### src/rtl/ps2_numeric_entry_pkg.sv
// Shared definitions for the PS/2 numeric entry block: set-2 scancodes, the
// frame receiver state encoding, and the digit decode helper.
package ps2_numeric_entry_pkg;

  typedef enum logic {
    RX_IDLE = 1'b0,
    RX_RECV = 1'b1
  } rx_state_e;

  localparam logic [7:0] SC_BREAK = 8'hF0;
  localparam logic [7:0] SC_EXT   = 8'hE0;
  localparam logic [7:0] SC_ENTER = 8'h5A;
  localparam logic [7:0] SC_BKSP  = 8'h66;
  localparam logic [7:0] SC_ESC   = 8'h76;
  localparam logic [7:0] SC_D0    = 8'h45;
  localparam logic [7:0] SC_D1    = 8'h16;
  localparam logic [7:0] SC_D2    = 8'h1E;
  localparam logic [7:0] SC_D3    = 8'h26;
  localparam logic [7:0] SC_D4    = 8'h25;
  localparam logic [7:0] SC_D5    = 8'h2E;
  localparam logic [7:0] SC_D6    = 8'h36;
  localparam logic [7:0] SC_D7    = 8'h3D;
  localparam logic [7:0] SC_D8    = 8'h3E;
  localparam logic [7:0] SC_D9    = 8'h46;

  // Bit 4 flags a digit key; bits 3:0 carry its value.
  function automatic logic [4:0] digit_decode(input logic [7:0] code);
    case (code)
      SC_D0:   return 5'h10;
      SC_D1:   return 5'h11;
      SC_D2:   return 5'h12;
      SC_D3:   return 5'h13;
      SC_D4:   return 5'h14;
      SC_D5:   return 5'h15;
      SC_D6:   return 5'h16;
      SC_D7:   return 5'h17;
      SC_D8:   return 5'h18;
      SC_D9:   return 5'h19;
      default: return 5'h00;
    endcase
  endfunction

endpackage

### src/rtl/ps2_numeric_entry_frame_rx.sv
// PS/2 device-to-host frame receiver: synchronisers, falling-edge detect, frame FSM,
// timeout and optional odd-parity check (enabled by defining PS2_PARITY_CHECK_EN).
module ps2_numeric_entry_frame_rx
  import ps2_numeric_entry_pkg::*;
#(
  parameter int TIMEOUT_CYCLES = 100000
) (
  input  logic       clk_i,
  input  logic       rst_i,
  input  logic       ps2_clk_i,
  input  logic       ps2_data_i,
  output logic [7:0] byte_o,
  output logic       byte_strobe_o,
  output logic       frame_err_o,
  output rx_state_e  state_o
);

  localparam int TW = $clog2(TIMEOUT_CYCLES + 1);

  logic [2:0]    ps2_clk_sync_q;
  logic [1:0]    ps2_data_sync_q;
  rx_state_e     state_q;
  logic [3:0]    bitcnt_q;
  logic [7:0]    shift_q;
  logic [TW-1:0] tmo_q;
  logic          byte_strobe_q;
  logic          frame_err_q;
  logic          fall;
  logic          data_bit;
  logic          frame_ok;
`ifdef PS2_PARITY_CHECK_EN
  logic          par_q;
`endif

  always_comb begin
    fall     = ps2_clk_sync_q[2] & ~ps2_clk_sync_q[1];
    data_bit = ps2_data_sync_q[1];
`ifdef PS2_PARITY_CHECK_EN
    // par_q holds the XOR of the 8 data bits and the parity bit: must be odd.
    frame_ok = data_bit & par_q;
`else
    frame_ok = data_bit;
`endif
  end

  always_ff @(posedge clk_i) begin
    if (rst_i) begin
      ps2_clk_sync_q  <= 3'b111;
      ps2_data_sync_q <= 2'b11;
      state_q         <= RX_IDLE;
      bitcnt_q        <= 4'd0;
      shift_q         <= 8'd0;
      tmo_q           <= '0;
      byte_strobe_q   <= 1'b0;
      frame_err_q     <= 1'b0;
`ifdef PS2_PARITY_CHECK_EN
      par_q           <= 1'b0;
`endif
    end else begin
      ps2_clk_sync_q  <= {ps2_clk_sync_q[1:0], ps2_clk_i};
      ps2_data_sync_q <= {ps2_data_sync_q[0], ps2_data_i};
      byte_strobe_q   <= 1'b0;
      frame_err_q     <= 1'b0;
      case (state_q)
        RX_IDLE: begin
          tmo_q <= '0;
          if (fall && !data_bit) begin
            state_q  <= RX_RECV;
            bitcnt_q <= 4'd0;
`ifdef PS2_PARITY_CHECK_EN
            par_q    <= 1'b0;
`endif
          end
        end
        RX_RECV: begin
          if (fall) begin
            tmo_q <= '0;
            if (bitcnt_q < 4'd9) begin
              if (bitcnt_q < 4'd8) shift_q <= {data_bit, shift_q[7:1]};
`ifdef PS2_PARITY_CHECK_EN
              par_q <= par_q ^ data_bit;
`endif
              bitcnt_q <= bitcnt_q + 4'd1;
            end else begin
              state_q       <= RX_IDLE;
              byte_strobe_q <= frame_ok;
              frame_err_q   <= ~frame_ok;
            end
          end else if (tmo_q == TW'(TIMEOUT_CYCLES - 1)) begin
            state_q     <= RX_IDLE;
            frame_err_q <= 1'b1;
            tmo_q       <= '0;
          end else begin
            tmo_q <= tmo_q + 1'b1;
          end
        end
        default: state_q <= RX_IDLE;
      endcase
    end
  end

  assign byte_o        = shift_q;
  assign byte_strobe_o = byte_strobe_q;
  assign frame_err_o   = frame_err_q;
  assign state_o       = state_q;

endmodule

### src/rtl/ps2_numeric_entry.sv
// PS/2 keypad front end: decodes set-2 scancodes into a decimal entry and commits it on Enter.
// Optional odd-parity frame checking is enabled by defining PS2_PARITY_CHECK_EN.
module ps2_numeric_entry
  import ps2_numeric_entry_pkg::*;
#(
  parameter int DATA_W         = 14,
  parameter int TIMEOUT_CYCLES = 100000
) (
  input  logic              clk_i,
  input  logic              rst_i,
  input  logic              ps2_clk_i,
  input  logic              ps2_data_i,
  output logic [DATA_W-1:0] value_o,
  output logic              value_valid_o,
  output logic [DATA_W-1:0] entry_o,
  output logic              frame_err_o,
  output rx_state_e         rx_state_o,
  output logic [1:0]        flags_o
);

  localparam int CW = DATA_W + 4;
  localparam logic [CW-1:0] MAX_VAL = CW'({DATA_W{1'b1}});

  logic [7:0]        rx_byte;
  logic              rx_strobe;
  logic [DATA_W-1:0] entry_q;
  logic [DATA_W-1:0] value_q;
  logic              value_valid_q;
  logic              brk_q;
  logic              ext_q;
  logic [4:0]        dig;
  logic [CW-1:0]     entry_cand;
  logic [DATA_W-1:0] entry_div10;

  ps2_numeric_entry_frame_rx #(
    .TIMEOUT_CYCLES(TIMEOUT_CYCLES)
  ) u_frame_rx (
    .clk_i        (clk_i),
    .rst_i        (rst_i),
    .ps2_clk_i    (ps2_clk_i),
    .ps2_data_i   (ps2_data_i),
    .byte_o       (rx_byte),
    .byte_strobe_o(rx_strobe),
    .frame_err_o  (frame_err_o),
    .state_o      (rx_state_o)
  );

  always_comb begin
    dig         = digit_decode(rx_byte);
    entry_cand  = (CW'(entry_q) << 3) + (CW'(entry_q) << 1) + CW'(dig[3:0]);
    entry_div10 = entry_q / DATA_W'(10);
  end

  always_ff @(posedge clk_i) begin
    if (rst_i) begin
      entry_q       <= '0;
      value_q       <= '0;
      value_valid_q <= 1'b0;
      brk_q         <= 1'b0;
      ext_q         <= 1'b0;
    end else begin
      value_valid_q <= 1'b0;
      if (rx_strobe) begin
        if (brk_q) begin
          // Byte after F0 is the released key: swallow it.
          brk_q <= 1'b0;
          ext_q <= 1'b0;
        end else if (rx_byte == SC_BREAK) begin
          brk_q <= 1'b1;
        end else if (rx_byte == SC_EXT) begin
          ext_q <= 1'b1;
        end else begin
          ext_q <= 1'b0;
          if (dig[4]) begin
            if (entry_cand <= MAX_VAL) entry_q <= entry_cand[DATA_W-1:0];
          end else begin
            case (rx_byte)
              SC_ENTER: begin
                value_q       <= entry_q;
                value_valid_q <= 1'b1;
                entry_q       <= '0;
              end
              SC_BKSP: entry_q <= entry_div10;
              SC_ESC:  entry_q <= '0;
              default: ;
            endcase
          end
        end
      end
    end
  end

  assign value_o       = value_q;
  assign value_valid_o = value_valid_q;
  assign entry_o       = entry_q;
  assign flags_o       = {brk_q, ext_q};

endmodule
### config.mk
export PLATFORM = sky130hd
export DESIGN_NAME = ps2_numeric_entry
export DESIGN_NICKNAME = d
export VERILOG_FILES = /design/src/rtl/ps2_numeric_entry_pkg.sv /design/src/rtl/ps2_numeric_entry_frame_rx.sv /design/src/rtl/ps2_numeric_entry.sv
export SDC_FILE = /design/constraint.sdc
export NUM_CORES = 1
export LEC_CHECK = 0
export CAP_MARGIN = 5
export CORE_ASPECT_RATIO = 0.75
export CORE_MARGIN = 1
export CORE_UTILIZATION = 64
export CTS_CLUSTER_SIZE = 28
export DETAILED_ROUTE_END_ITERATION = 8
export PLACE_DENSITY_LB_ADDON = 0.25
export SLEW_MARGIN = 30
export SYNTH_ARGS = -nofsm -noshare
export SYNTH_HDL_FRONTEND = slang
export SYNTH_SLANG_ARGS = --single-unit
### constraint.sdc
create_clock -name clk_i -period 9.96 [get_ports clk_i]
set_input_delay 0.996 -clock clk_i [delete_from_list [all_inputs] [get_ports clk_i]]
set_output_delay 0.996 -clock clk_i [all_outputs]
set_load 0.005 [all_outputs]
-- Word level (Yosys, flattened, before mapping)
Index checks and enable logic that the tools add are counted.
- add/subtract/negate cells: 4
- div/mod/pow operators: 1
- order comparisons: 3
- eq/ne operators: 21
- mux-type cells: 25
- bitwise logic cells: 10
- reduce and logical (&&, ||, !) cells: 12
- operators with widths (kind ; number):
    $pmux 5 s10 ; 1
    $eq 8x6->1 const B ; 6
    $eq 8x7->1 const B ; 5
    $mux 17 ; 2
    $pmux 17 s2 ; 1
    $mux 14 ; 2
    $pmux 14 s2 ; 1
    $add 17x15->18 ; 1
    $add 18x4->18 ; 1
    $le 18x14->1 const B ; 1
    $add 17x1->17 const B ; 1
    $eq 17x17->1 const B ; 1
    $eq 8x5->1 const B ; 2
    $eq 8x8->1 const B ; 2
    $div 14x4->14 const B ; 1
    $mux 1 ; 13
    $mux 4 ; 3
    $reduce_and 6->1 ; 2
    $not 1->1 ; 9
    $lt 4x4->1 const B ; 2
    $pmux 4 s2 ; 1
    $ne 2x2->1 const B ; 3
    $reduce_or 6->1 ; 1
    $add 4x1->4 const B ; 1
    other kinds (11) ; 13
- register bits after elaboration: 68
- output and inout port bits: 33

-- Longest topological paths before layout
Gate-level depths: netlist of the first run.
- depth after elaboration: 6
- depth in mapped cells: 24

-- Hierarchy
A second synthesis of the first run with hierarchy kept.
- cells, all modules: 700
- area total of the unflattened synthesis: 5492.8 um^2
- by module, submodules not included (module ; times used ; cells an instance ; area an instance (um^2) ; sequential area each (um^2)):
    ps2_numeric_entry ; 1 ; 530 ; 3938.8 ; 620.6
    ps2_numeric_entry_frame_rx ; 1 ; 170 ; 1554.0 ; 740.7

-- Least setup slack after synthesis of the first run
Ideal clock, no wire load.
- path type: register to register
- from: register u_frame_rx.shift_q[4], in the netlist u_frame_rx.byte_o[4]
- to: register entry_q[12], in the netlist entry_o[12]
- arrival: 4.488 ns
- required time: 9.889 ns
- setup slack: 5.402 ns
- stages on the path, launching flop included: 21
- buffers on the path: 3
- path through: dfxtp_1 clkbuf_1 nand2_1 o32a_1 nor3_1 fa_1 ha_1 a21o_1 a21o_1 a21o_1 a21oi_1 o21ai_0 a311o_1 a211o_1 nand2_1 and4_1 o31a_1 clkbuf_1 clkbuf_1 nand3_1 a21oi_1
- longest elaborated chain between the ends: 6
- elaborated cells between the ends (all ways): 27
- classes of those cells: add/sub: 1; order compare: 1; eq/ne: 16; mux: 4; bitwise: 2; reduce/logical: 3
- RTL lines (item ; line ; text):
    start, declared ; ps2_numeric_entry_frame_rx.sv:24 ; logic [7:0] shift_q;
    start signal, assigned ; ps2_numeric_entry_frame_rx.sv:79 ; if (bitcnt_q < 4'd8) shift_q <= {data_bit, shift_q[7:1]};
    $eq 8x7->1, or another cell as far along ; ps2_numeric_entry_pkg.sv:28 ; case (code)
    $pmux 5 s10 ; ps2_numeric_entry_pkg.sv:28 ;
    $add 18x4->18 ; ps2_numeric_entry.sv:50 ; entry_cand = (CW'(entry_q) << 3) + (CW'(entry_q) << 1) + CW'(dig[3:0]);
    $le 18x14->1 ; ps2_numeric_entry.sv:75 ; if (entry_cand <= MAX_VAL) entry_q <= entry_cand[DATA_W-1:0];
    $ne 2x1->1 (no source line) ; n/a ;
    $reduce_and 6->1 (no source line) ; n/a ;
    end signal, assigned ; ps2_numeric_entry.sv:75 ;
    end signal, assigned ; ps2_numeric_entry.sv:83 ; SC_BKSP: entry_q <= entry_div10;
    end, declared ; ps2_numeric_entry.sv:26 ; logic [DATA_W-1:0] entry_q;
Several ways; a longest one is shown, not always the timed one. The select of a mux whose other input is x is not followed.
A chain may end at the register's enable or synchronous reset.

-- Worst setup path in the final report of the first run
- from: register u_frame_rx.shift_q[4], in the netlist u_frame_rx.byte_o[4]
- to: register entry_q[0], in the netlist entry_o[0]
The elaborated chain is that of the path after synthesis.

==> results of run 1 <==
[cells by family (layout without fill, tap and decap cells)]
| logic type | Yosys count | in the layout | share of synthesized area |
|---|---|---|---|
| simple gates | 262 | 262 | 0.262 |
| xor+xnor | 27 | 27 | 0.0472 |
| compound gates | 162 | 162 | 0.227 |
| mux | 22 | 22 | 0.0447 |
| flops | 68 | 68 | 0.272 |
| buf+inv | 72 | 76 | 0.0627 |
| fa+ha+maj | 33 | 33 | 0.0852 |
[state kept, by name, summed over array words and instances (netlist names)]
name / count
value_o: 14
u_frame_rx.ps2_data_sync_q: 2
u_frame_rx.state_o: 1
ext_q: 1
value_valid_o: 1
u_frame_rx.byte_strobe_o: 1
u_frame_rx.frame_err_o: 1
u_frame_rx.bitcnt_q: 4
u_frame_rx.byte_o: 8
entry_o: 14
u_frame_rx.tmo_q: 17
brk_q: 1
u_frame_rx.ps2_clk_sync_q: 3
[final timing paths]
check	start	endpoint	slack, ns
min reg2reg	u_frame_rx.ps2_data_sync_q[0]$_SDFF_PP1_	u_frame_rx.ps2_data_sync_q[1]$_SDFF_PP1_	0.42
max	u_frame_rx.byte_o[4]$_SDFFE_PP0P_	entry_o[0]$_SDFFE_PP0P_	4.96
min	u_frame_rx.ps2_data_sync_q[0]$_SDFF_PP1_	u_frame_rx.ps2_data_sync_q[1]$_SDFF_PP1_	0.42
max reg2reg	u_frame_rx.byte_o[4]$_SDFFE_PP0P_	entry_o[0]$_SDFFE_PP0P_	4.96
[cell type report]
cell class                      count  share of cell area
Clock buffer                        9              0.0225
Clock inverter                      7              0.0182
Multi-Input combinational cell    506               0.606
Sequential cell                    68               0.247
Tap cell                          101              0.0230
Timing Repair Buffer               39              0.0687
Inverter                           21              0.0143
[routing by layer]
layer / vias to the layer above / wire length, um
met5: - / 0
met4: 0 / 122
met3: 19 / 956
met2: 230 / 5470
met1: 2282 / 5450
li1: 2337 / -
[critical path, stage by stage, from the launching register on]
cell and delay, ns:
dfxtp_1 0.62, xor2_1 0.27, nor2_1 0.08, a31oi_1 0.14, or3_1 0.15, inv_1 0.05, ha_1 0.26, ha_1 0.17
inv_1 0.06, fa_1 0.39, nor2b_1 0.12, o21ai_0 0.09, a21boi_0 0.24, o21ai_0 0.14, a21boi_0 0.34, o2111ai_1 0.22
a211o_1 0.30, nand2_1 0.06, and4_1 0.16, o31a_2 0.49, nor2_1 0.11, a211o_1 0.30, a31oi_1 0.14
[where the power goes]
part | internal [mW] | total, mW | switching, mW
Combinational | 0.00190 | 0.00604 | 0.00414
Clock | 0.142 | 0.257 | 0.115
Sequential | 0.273 | 0.273 | 0.000597
Total | 0.416 | 0.536 | 0.120
[cells in the mapped netlist, types with 5 or more instances]
| master | count | area [sq um] |
|---|---|---|
| ha_1 | 30 | 375 |
| inv_1 | 19 | 71.3 |
| nor3_1 | 26 | 130 |
| nor4_1 | 7 | 43.8 |
| a211oi_1 | 14 | 105 |
| nor2_1 | 91 | 342 |
| xnor2_1 | 10 | 87.6 |
| clkbuf_1 | 34 | 128 |
| or2_2 | 5 | 31.3 |
| nor2b_1 | 5 | 31.3 |
| buf_2 | 7 | 35.0 |
| or3_1 | 9 | 56.3 |
| o21ai_0 | 20 | 100 |
| a31oi_1 | 13 | 81.3 |
| a21oi_1 | 42 | 210 |
| nand2_1 | 39 | 146 |
| a21o_1 | 6 | 45.0 |
| buf_4 | 5 | 37.5 |
| mux2i_1 | 19 | 190 |
| and2_1 | 7 | 43.8 |
| nand3_1 | 19 | 95.1 |
| a22oi_1 | 10 | 75.1 |
| dfxtp_1 | 68 | 1360 |
| o2111ai_1 | 6 | 52.6 |
| xor2_1 | 17 | 149 |
| nand4_1 | 17 | 106 |
| nand2b_1 | 13 | 81.3 |
[metrics by stage]
step / cell area, sq um / worst slack (ns)
CTS: 5500 / 4.72
detailed placement: 5280 / 4.77
global placement: 5280 / 5.02
finish: 5500 / 4.96
floorplan: 5010 / 5.40
global route: 5500 / 4.50
==> key figures, run 1 <==
Floorplanning
  – FP Rows: 27
  – DIE AREA: 8190 sq um
  – Core area: 7470 sq um
  – Ports: 37
  – Initial Util: 0.671
  – Die Y-Extent: 78.6 um
  – Die width: 104 um

Placement
  – Dpl hpwl: 8020 um
  – Port buffer count: 36
  – Final Wtd Congestion: 0.891
  – Inst Count DP: 735

STA
  – Unrepaired setup endpoints after global routing: false
  – Min cycle time layout: 5.00 ns
  – Final hold violations: 0
  – Setup Viol. Count Final: 0
  – Worst Skew: 0.00663 ns
  – Max Slew Vio Count: 0
  – Maximum clock frequency: 0.200 GHz
  – Slew at the pin closest to its max-slew limit: 0.920 ns
  – Fin crit share: 0.502
  – Post-Route Setup TNS: 0 ns
  – Final Hold Slack: 0.420 ns
  – Worst slew margin: 0.387

Yosys
  – Mapped cell area: 5010 sq um
  – Yosys reg bits: 68
  – Post-Syn Nets: 682
  – Register area share after synthesis: 0.272
  – YS warnings: 0
  – Async SR Flop Fraction: 0
  – Post-synth cell types: 78
  – EDFF count, synth: 0
  – Mapped Cells: 646
  – Ys flop type: dfxtp_1
  – Mapped Avg Cell Area: 7.75 sq um

Global route
  – Met1 usage: 0.403
  – Gr ovfl total: 0
  – GR Util met2: 0.491
  – First-pass GRT wire length: 20,500 um
  – GRT Total Usage: 0.305
  – Vias in the first global route: 4,394
  – Met3 usage in global routing: 0.0698
  – Top Usage Layer GRT: met2
  – Initial antenna violation count: 0
  – Largest net degree at the start of global routing: 51

Layout
  – Multi-input logic area: 3340 sq um
  – Ant diodes: 0
  – Area grow syn2layout: 9.92%
  – Commonest non-fill, non-tap cell in the layout: nor2_1
  – Finished Layout Cells: 751
  – Seq. cell area: 1360 sq um
  – Utilization after layout: 0.737
  – Final net count: 681
  – Fillers: 529
  – Most frequent cells in the layout: nor2_1, dfxtp_1, a21oi_1, nand2_1, clkdlybuf4s50_1
  – Share of cells above drive strength 1: 0.0692

Power and ir drop
  – Design Power: 536 uW
  – Leak: 2.04 nW
  – Maximum VDD drop: 0.120 mV
  – Pwr/cell area: 97.4 nW/um^2

Clocking
  – CTS Hold Bufs: 0
  – Worst-path clk slew: 0.08 ns
  – Root Buffer Master: clkbuf_8
  – CTS Buf Count: 9
  – Clk buf depth: 2
  – CTS tree: built
  – Clk_lat worst skew: 0.36 ns
  – H-tree depth: 3
  – Setup Fix Bufs, Post-CTS: 0
  – Clock sink count: 68
  – Post_cts resized: 0

Drt
  – Vias: 4,868
  – Detailed-router iteration count before antenna repair: 5
  – Routed vias/inst: 6.48
  – Residual DRC count: 0
  – Antenna viol nets, final: 0
  – Avg WL per Cell: 16.0 um
  – Drt initial violations: 551
  – Detailed Route WL: 12,000 um

Critical path
  – CP Capture Type: flop
  – Reg2Reg Depth: 22
  – Startpoint types: flop
  – Crit path max fanout: 30
  – Worst Path Arrival: 5.28 ns
  – Crit Path Category: reg2reg
  – Worst EP required: 10.24 ns

Run
  – Max-cap viol count: 0

Run status
  – Status: completed

Worst hold path
  – Hold path depth: 1
  – Hold Path Class: reg2reg
No activity file was read; power rests on OpenSTA's default activity.
==> run 2: changes to the inputs <==
--- a/config.mk
+++ b/config.mk
@@ -8,7 +8,7 @@
 export CAP_MARGIN = 5
 export CORE_ASPECT_RATIO = 0.75
 export CORE_MARGIN = 1
-export CORE_UTILIZATION = 64
+export CORE_UTILIZATION = 60
 export CTS_CLUSTER_SIZE = 28
 export DETAILED_ROUTE_END_ITERATION = 8
 export PLACE_DENSITY_LB_ADDON = 0.25
==> constraint.sdc (replaced) <==
create_clock -name clk_i -period 5.1 [get_ports clk_i]
set_input_delay 0.51 -clock clk_i [delete_from_list [all_inputs] [get_ports clk_i]]
set_output_delay 0.51 -clock clk_i [all_outputs]
set_load 0.005 [all_outputs]
==> key figures, run 2 (same netlist as run 1, synthesis figures left out) <==
Run status
  – Status: completed (unchanged)

Clocking
  – Root Buffer Master: clkbuf_8 (unchanged)
  – Clock sink count: 68 (unchanged)
  – Worst-path clk slew: 0.08 ns (about the same)
  – CTS tree: built (unchanged)
  – Setup Fix Bufs, Post-CTS: 0 (unchanged)
  – CTS Buf Count: 9 (unchanged)
  – Clk_lat worst skew: 0.36 ns (about the same)
  – H-tree depth: 3 (unchanged)
  – Clk buf depth: 2 (unchanged)

Drt
  – Antenna viol nets, final: 0 (unchanged)
  – Detailed Route WL: 12,100 um (was 12,000 um)
  – Drt initial violations: 491 (was 551)
  – Avg WL per Cell: 16.0 um (about the same)
  – Detailed-router iteration count before antenna repair: 7 (was 5)
  – Residual DRC count: 0 (unchanged)
  – Routed vias/inst: 6.43 (was 6.48)
  – Vias: 4,883 (was 4,868)

Layout
  – Largest register FFs: 17 (unchanged)
  – Multi-input logic area: 3340 sq um (about the same)
  – Share of cells above drive strength 1: 0.0795 (was 0.0692)
  – Final net count: 685 (was 681)
  – Seq. cell area: 1360 sq um (about the same)
  – Area grow syn2layout: 10.5% (was 9.92%)
  – Commonest non-fill, non-tap cell in the layout: nor2_1 (unchanged)
  – Post-route cell area: 5540 sq um (was 5500 sq um)
  – Reg with most FFs: u_frame_rx.tmo_q (unchanged)
  – Most frequent cells in the layout: nor2_1, dfxtp_1, a21oi_1, nand2_1, clkdlybuf4s50_1 (unchanged)
  – Fillers: 634 (was 529)
  – Ant diodes: 0 (unchanged)

Critical path
  – Startpoint types: flop (unchanged)
  – Worst Path Arrival: 5.02 ns (was 5.28 ns)
  – Crit path max fanout: 20 (was 30)
  – Worst path slowest cell: dfxtp_1 (unchanged)
  – Worst EP required: 5.35 ns (was 10.24 ns)
  – CP Capture Type: flop (unchanged)
  – Bufs and invs on worst path: 1 (was 2)
  – CP peak stage delay: 0.53 ns (was 0.62 ns)
  – Worst path top cell family by delay: compound AO/OA/AOI/OAI gates (unchanged)
  – Crit Path Category: reg2reg (unchanged)
  – Crit path cell chain: nand2_1 -> o32a_1 -> nor3_1 -> fa_1 -> ha_1 -> a21o_1 -> a21o_1 -> a21o_1 -> a21oi_1 -> o21ai_0 -> a311o_1 -> a211o_1 -> nand2_1 -> and4_1 -> o31a_2 -> buf_12 -> nor2_1 -> a211oi_1 (was xor2_1 -> nor2_1 -> a31oi_1 -> or3_1 -> inv_1 -> ha_1 -> ha_1 -> inv_1 -> fa_1 -> nor2b_1 -> o21ai_0 -> a21boi_0 -> o21ai_0 -> a21boi_0 -> o2111ai_1 -> a211o_1 -> nand2_1 -> and4_1 -> o31a_2 -> nor2_1 -> a211o_1 -> a31oi_1)
  – Most frequent CP cell: a21o_1

Run
  – Max-cap viol count: 0 (unchanged)

Floorplanning
  – FP Rows: 28 (was 27)
  – Die width: 107 um (was 104 um)
  – DIE AREA: 8720 sq um (was 8190 sq um)
  – Core area: 7990 sq um (was 7470 sq um)
  – Ports: 37 (unchanged)
  – Initial Util: 0.627 (was 0.671)
  – Die Y-Extent: 81.1 um (was 78.6 um)

STA
  – Slew at the pin closest to its max-slew limit: 0.928 ns (was 0.920 ns)
  – Final hold violations: 0 (unchanged)
  – Worst Skew: 0.00826 ns (was 0.00663 ns)
  – Min cycle time layout: 4.76 ns (was 5.00 ns)
  – Worst slew margin: 0.379 (was 0.387)
  – Setup Viol. Count Final: 0 (unchanged)
  – Post-route setup slack: 0.336 ns (was 4.96 ns)
  – Post-Route Setup TNS: 0 ns (unchanged)
  – Maximum clock frequency: 0.210 GHz (was 0.200 GHz)
  – Fin crit share: 0.934 (was 0.502)
  – Unrepaired setup endpoints after global routing: false (unchanged)
  – Max Slew Vio Count: 0 (unchanged)

Power and ir drop
  – Maximum VDD drop: 0.217 mV (was 0.120 mV)
  – Switching Fraction: 0.232 (was 0.223)
  – Clock share of power: 0.452 (was 0.479)
  – Leak: 2.06 nW (was 2.04 nW)
  – Logic gate share of total power: 0.012 (was 0.011)
  – Int Power: 764 uW (was 416 uW)
  – Sequential Power Share: 0.536 (was 0.509)
  – NetSw: 230 uW (was 120 uW)
  – Pwr/cell area: 180 nW/um^2 (was 97.4 nW/um^2)

Placement
  – Final Wtd Congestion: 0.896 (was 0.891)
  – Pre-CTS WS: 0.253 ns (was 4.77 ns)
  – Placed cell areas: 5330 sq um (was 5280 sq um)
  – Port buffer count: 36 (unchanged)
  – Dpl hpwl: 8390 um (was 8020 um)

Worst hold path
  – Hold Path Class: reg2reg (unchanged)

Global route
  – Vias in the first global route: 4,414 (was 4,394)
  – Gr ovfl total: 0 (unchanged)
  – GRT Total Usage: 0.290 (was 0.305)
  – First-pass GRT wire length: 20,200 um (was 20,500 um)
  – Initial antenna violation count: 0 (unchanged)
  – Largest net degree at the start of global routing: 51 (unchanged)
==> run 2: cell type report <==
| type | instances | share of cell area |
|---|---|---|
| Tap cell | 105 | 0.0237 |
| Timing Repair Buffer | 43 | 0.0759 |
| Clock inverter | 7 | 0.0138 |
| Sequential cell | 68 | 0.246 |
| Clock buffer | 9 | 0.0224 |
| Inverter | 21 | 0.0142 |
| Multi-Input combinational cell | 506 | 0.604 |
==> run 2: repair_timing <==
item / CTS / global route
setup endpoints to repair: 0 / 14
gates resized for setup: 0 / 4
hold buffers: 0 / 0
==> run 2: power by group through the flow <==
stage | Sequential (mW) | Combinational, mW | Clock (mW)
finish | 0.533 | 0.0117 | 0.449
global route | 0.533 | 0.0129 | 0.478
CTS | 0.533 | 0.0117 | 0.456
detailed placement | 0.546 | 0.0117 | 0
global placement | 0.546 | 0.0115 | 0
floorplan | 0.545 | 0.00783 | 0
==> run 2: worst paths after layout <==
kind                                                   to  slack [ns]                               startpoint  depth (start not counted)
setup / recovery                  entry_o[5]$_SDFFE_PP0P_        0.34        u_frame_rx.byte_o[6]$_SDFFE_PP0P_                         18
hold / removal    u_frame_rx.ps2_clk_sync_q[1]$_SDFF_PP1_        0.41  u_frame_rx.ps2_clk_sync_q[0]$_SDFF_PP1_                          1
setup reg to reg                  entry_o[5]$_SDFFE_PP0P_        0.34        u_frame_rx.byte_o[6]$_SDFFE_PP0P_                         18
hold reg to reg   u_frame_rx.ps2_clk_sync_q[1]$_SDFF_PP1_        0.41  u_frame_rx.ps2_clk_sync_q[0]$_SDFF_PP1_                          1
==> run 2: stage by stage <==
stage / util / hold WS [ns] / std cells / power [mW]
global placement: 0.667 / 0.395 / 743 / 0.557
floorplan: - / 0.389 / 646 / 0.553
global route: 0.693 / 0.426 / 759 / 1.02
finish: 0.693 / 0.415 / 759 / 0.994
CTS: 0.692 / 0.420 / 759 / 1.00
detailed placement: 0.667 / 0.403 / 743 / 0.558
==> run 2: worst reg2reg max path, delay by kind of cell, from the launching register on <==
family                     cells  cell delay (ns)
adders and majority gates      2             0.79
AOI/OAI and AO/OA             10             2.52
DFF                            1             0.53
buffers and inverters          1             0.19
and+or+nand+nor                5             0.64
==> run 2: metal layers <==
| layer | GRT usage | vias up | part of all wire |
|---|---|---|---|
| met4 | 0.122 | 0 | 0.016 |
| met3 | 0.0554 | 25 | 0.069 |
| met1 | 0.389 | 2304 | 0.46 |
| met2 | 0.458 | 201 | 0.46 |
| met5 | 0 | - | 0 |
| li1 | - | 2353 | - |
==> run 3: changes to the inputs <==
--- a/config.mk
+++ b/config.mk
@@ -11,6 +11,8 @@
 export CORE_UTILIZATION = 60
 export CTS_CLUSTER_SIZE = 28
 export DETAILED_ROUTE_END_ITERATION = 8
+export GPL_TIMING_DRIVEN = 0
+export HOLD_SLACK_MARGIN = 0.08
 export PLACE_DENSITY_LB_ADDON = 0.25
 export SLEW_MARGIN = 30
 export SYNTH_ARGS = -nofsm -noshare
==> key figures, run 3 (same netlist as run 1, synthesis figures left out) <==
Global route
  – Initial antenna violation count: 0 (unchanged)
  – Vias in the first global route: 4,744 (was 4,414)
  – GRT Total Usage: 0.333 (was 0.290)
  – Largest net degree at the start of global routing: 14 (was 51)
  – First-pass GRT wire length: 22,800 um (was 20,200 um)
  – Gr ovfl total: 0 (unchanged)

Power and ir drop
  – Leak: 2.18 nW (was 2.06 nW)
  – NetSw: 241 uW (was 230 uW)
  – Pwr/cell area: 192 nW/um^2 (was 180 nW/um^2)
  – Clock share of power: 0.504 (was 0.452)
  – Sequential Power Share: 0.482 (was 0.536)
  – Logic gate share of total power: 0.014 (was 0.012)
  – Switching Fraction: 0.218 (was 0.232)
  – Int Power: 865 uW (was 764 uW)
  – Maximum VDD drop: 0.190 mV (was 0.217 mV)

Clocking
  – Clock sink count: 68 (unchanged)
  – CTS tree: built (unchanged)
  – Root Buffer Master: clkbuf_8 (unchanged)
  – Worst-path clk slew: 0.08 ns (about the same)
  – Clk buf depth: 2 (unchanged)
  – Clk_lat worst skew: 0.36 ns (about the same)
  – CTS Buf Count: 9 (unchanged)
  – H-tree depth: 3 (unchanged)

Critical path
  – Worst EP required: 5.38 ns (was 5.35 ns)
  – CP Capture Type: flop (unchanged)
  – R2r setup slk: 0.17 ns (was 0.34 ns)
  – Crit Path Category: reg2reg (unchanged)
  – CP endpoint: entry_o[12]$_SDFFE_PP0P_ (was entry_o[5]$_SDFFE_PP0P_)
  – Reg-to-Reg End: entry_o[12]$_SDFFE_PP0P_ (was entry_o[5]$_SDFFE_PP0P_)
  – Crit path max fanout: 10 (was 20)
  – Startpoint types: flop (unchanged)
  – CP Launch Point: u_frame_rx.byte_o[4]$_SDFFE_PP0P_ (was u_frame_rx.byte_o[6]$_SDFFE_PP0P_)
  – Reg2Reg Depth: 20 (was 18)
  – Launching point of the worst reg2reg path: u_frame_rx.byte_o[4]$_SDFFE_PP0P_ (was u_frame_rx.byte_o[6]$_SDFFE_PP0P_)
  – Worst Path Arrival: 5.21 ns (was 5.02 ns)

Layout
  – Most frequent cells in the layout: nor2_1, dfxtp_1, a21oi_1, nand2_1, clkdlybuf4s50_1 (unchanged)
  – Final net count: 727 (was 685)
  – Commonest non-fill, non-tap cell in the layout: nor2_1 (unchanged)
  – Share of cells above drive strength 1: 0.0905 (was 0.0795)
  – Largest register FFs: 17 (unchanged)
  – Fillers: 643 (was 634)
  – Area grow syn2layout: 15.1% (was 10.5%)
  – Reg with most FFs: u_frame_rx.tmo_q (unchanged)
  – Ant diodes: 0 (unchanged)

Run
  – Max-cap viol count: 0 (unchanged)

Drt
  – Drt initial violations: 503 (was 491)
  – Antenna viol nets, final: 0 (unchanged)
  – Detailed Route WL: 13,900 um (was 12,100 um)
  – Detailed-router iteration count before antenna repair: 5 (was 7)
  – Routed vias/inst: 6.40 (was 6.43)
  – Residual DRC count: 0 (unchanged)
  – Vias: 5,125 (was 4,883)
  – Avg WL per Cell: 17.3 um (was 16.0 um)

Floorplanning
  – DIE AREA: 8720 sq um (unchanged)
  – Ports: 37 (unchanged)
  – Core area: 7990 sq um (unchanged)
  – Die Y-Extent: 81.1 um (unchanged)
  – Initial Util: 0.627 (unchanged)
  – Die width: 107 um (unchanged)
  – FP Rows: 28 (unchanged)

STA
  – Final hold violations: 0 (unchanged)
  – Slew at the pin closest to its max-slew limit: 0.882 ns (was 0.928 ns)
  – Post-route setup slack: 0.169 ns (was 0.336 ns)
  – Setup Viol. Count Final: 0 (unchanged)
  – Max Slew Vio Count: 0 (unchanged)
  – Worst slew margin: 0.410 (was 0.379)
  – Min cycle time layout: 4.93 ns (was 4.76 ns)
  – Final Hold Slack: 0.415 ns (about the same)
  – Fin crit share: 0.967 (was 0.934)
  – Maximum clock frequency: 0.203 GHz (was 0.210 GHz)
  – Unrepaired setup endpoints after global routing: false (unchanged)
  – Worst Skew: 0.00971 ns (was 0.00826 ns)

Worst hold path
  – Hold Path Class: reg2reg (unchanged)

Placement
  – Final Wtd Congestion: 0.928 (was 0.896)
  – Dpl hpwl: 10,000 um (was 8390 um)
  – Port buffer count: 36 (unchanged)
  – Pre-CTS WS: -0.402 ns (was 0.253 ns)

Run status
  – Status: completed (unchanged)
-- run 3: cell types whose count changed in the layout (fill, tap and decap cells not counted), moves of 3 or more --
cell,delta
clkbuf_1,+26
buf_2,+6
clkbuf_2,+3
clkbuf_4,+3
-- run 3: worst min path at each step --
stage / start / endpoint / slack (ns) / cells after the start
floorplan: u_frame_rx.ps2_clk_sync_q[0]$_SDFF_PP1_ / u_frame_rx.ps2_clk_sync_q[1]$_SDFF_PP1_ / 0.39 / 1
global placement: u_frame_rx.ps2_clk_sync_q[0]$_SDFF_PP1_ / u_frame_rx.ps2_clk_sync_q[1]$_SDFF_PP1_ / 0.39 / 1
detailed placement: u_frame_rx.ps2_clk_sync_q[0]$_SDFF_PP1_ / u_frame_rx.ps2_clk_sync_q[1]$_SDFF_PP1_ / 0.39 / 1
CTS: u_frame_rx.ps2_clk_sync_q[0]$_SDFF_PP1_ / u_frame_rx.ps2_clk_sync_q[1]$_SDFF_PP1_ / 0.41 / 1
global route: u_frame_rx.ps2_clk_sync_q[0]$_SDFF_PP1_ / u_frame_rx.ps2_clk_sync_q[1]$_SDFF_PP1_ / 0.43 / 1
finish: u_frame_rx.ps2_clk_sync_q[0]$_SDFF_PP1_ / u_frame_rx.ps2_clk_sync_q[1]$_SDFF_PP1_ / 0.41 / 1
-- run 3: timing repair --
item,in CTS,in global routing
hold buffers,0,0
gates resized for setup,7,9
buffers inserted,0,1
endpoints found under the setup margin,14,14
pin swaps,0,1
-- run 3: power by group through the flow --
stage	clock (mW)	sequential, mW	combinational (mW)
floorplan	0	0.545	0.00783
global placement	0	0.546	0.0146
detailed placement	0	0.546	0.0146
CTS	0.562	0.533	0.0148
global route	0.582	0.533	0.0162
finish	0.558	0.533	0.0150
-- run 3: per-layer routing --
layer / wire length, um / share of wire / GRT usage / vias up
li1: - / - / - / 2435
met1: 6240 / 0.45 / 0.452 / 2400
met2: 6110 / 0.44 / 0.529 / 255
met3: 1290 / 0.093 / 0.0674 / 35
met4: 245 / 0.018 / 0.107 / 0
met5: 0 / 0 / 0 / -
-- run 3: final cells by class --
type	count	area (sq um)	area share
Timing Repair Buffer	37	368	0.0638
Buffer	48	238	0.0412
Multi-Input combinational cell	506	3340	0.580
Inverter	21	78.8	0.0137
Clock buffer	9	124	0.0215
Sequential cell	68	1360	0.236
Clock inverter	7	121	0.0211
Tap cell	105	131	0.0228
-- run 3: per-stage QoR --
stage               std cells   util  area [sq um]  power (mW)  setup TNS (ns)
floorplan                 646      -          5010       0.553               0
global placement          787  0.688          5500       0.560           -1.70
detailed placement        787  0.688          5500       0.560           -3.13
CTS                       801  0.719          5750        1.11               0
global route              801  0.722          5770        1.13               0
finish                    801  0.722          5770        1.11               0
-- run 3: worst max-delay path, stage by stage, from the launching register on --
cell and delay [ns]:
dfxtp_1 0.44, clkbuf_4 0.26, nand2_1 0.11, o32a_1 0.21
nor3_2 0.19, fa_1 0.47, ha_1 0.30, a21o_1 0.15
a21o_1 0.20, a21o_1 0.18, a21oi_1 0.24, o21ai_1 0.17
a311o_1 0.43, a211o_1 0.29, nand2_1 0.06, and4_1 0.22
o31a_1 0.19, clkbuf_4 0.22, clkbuf_4 0.23, nand3_1 0.09
a21oi_1 0.20
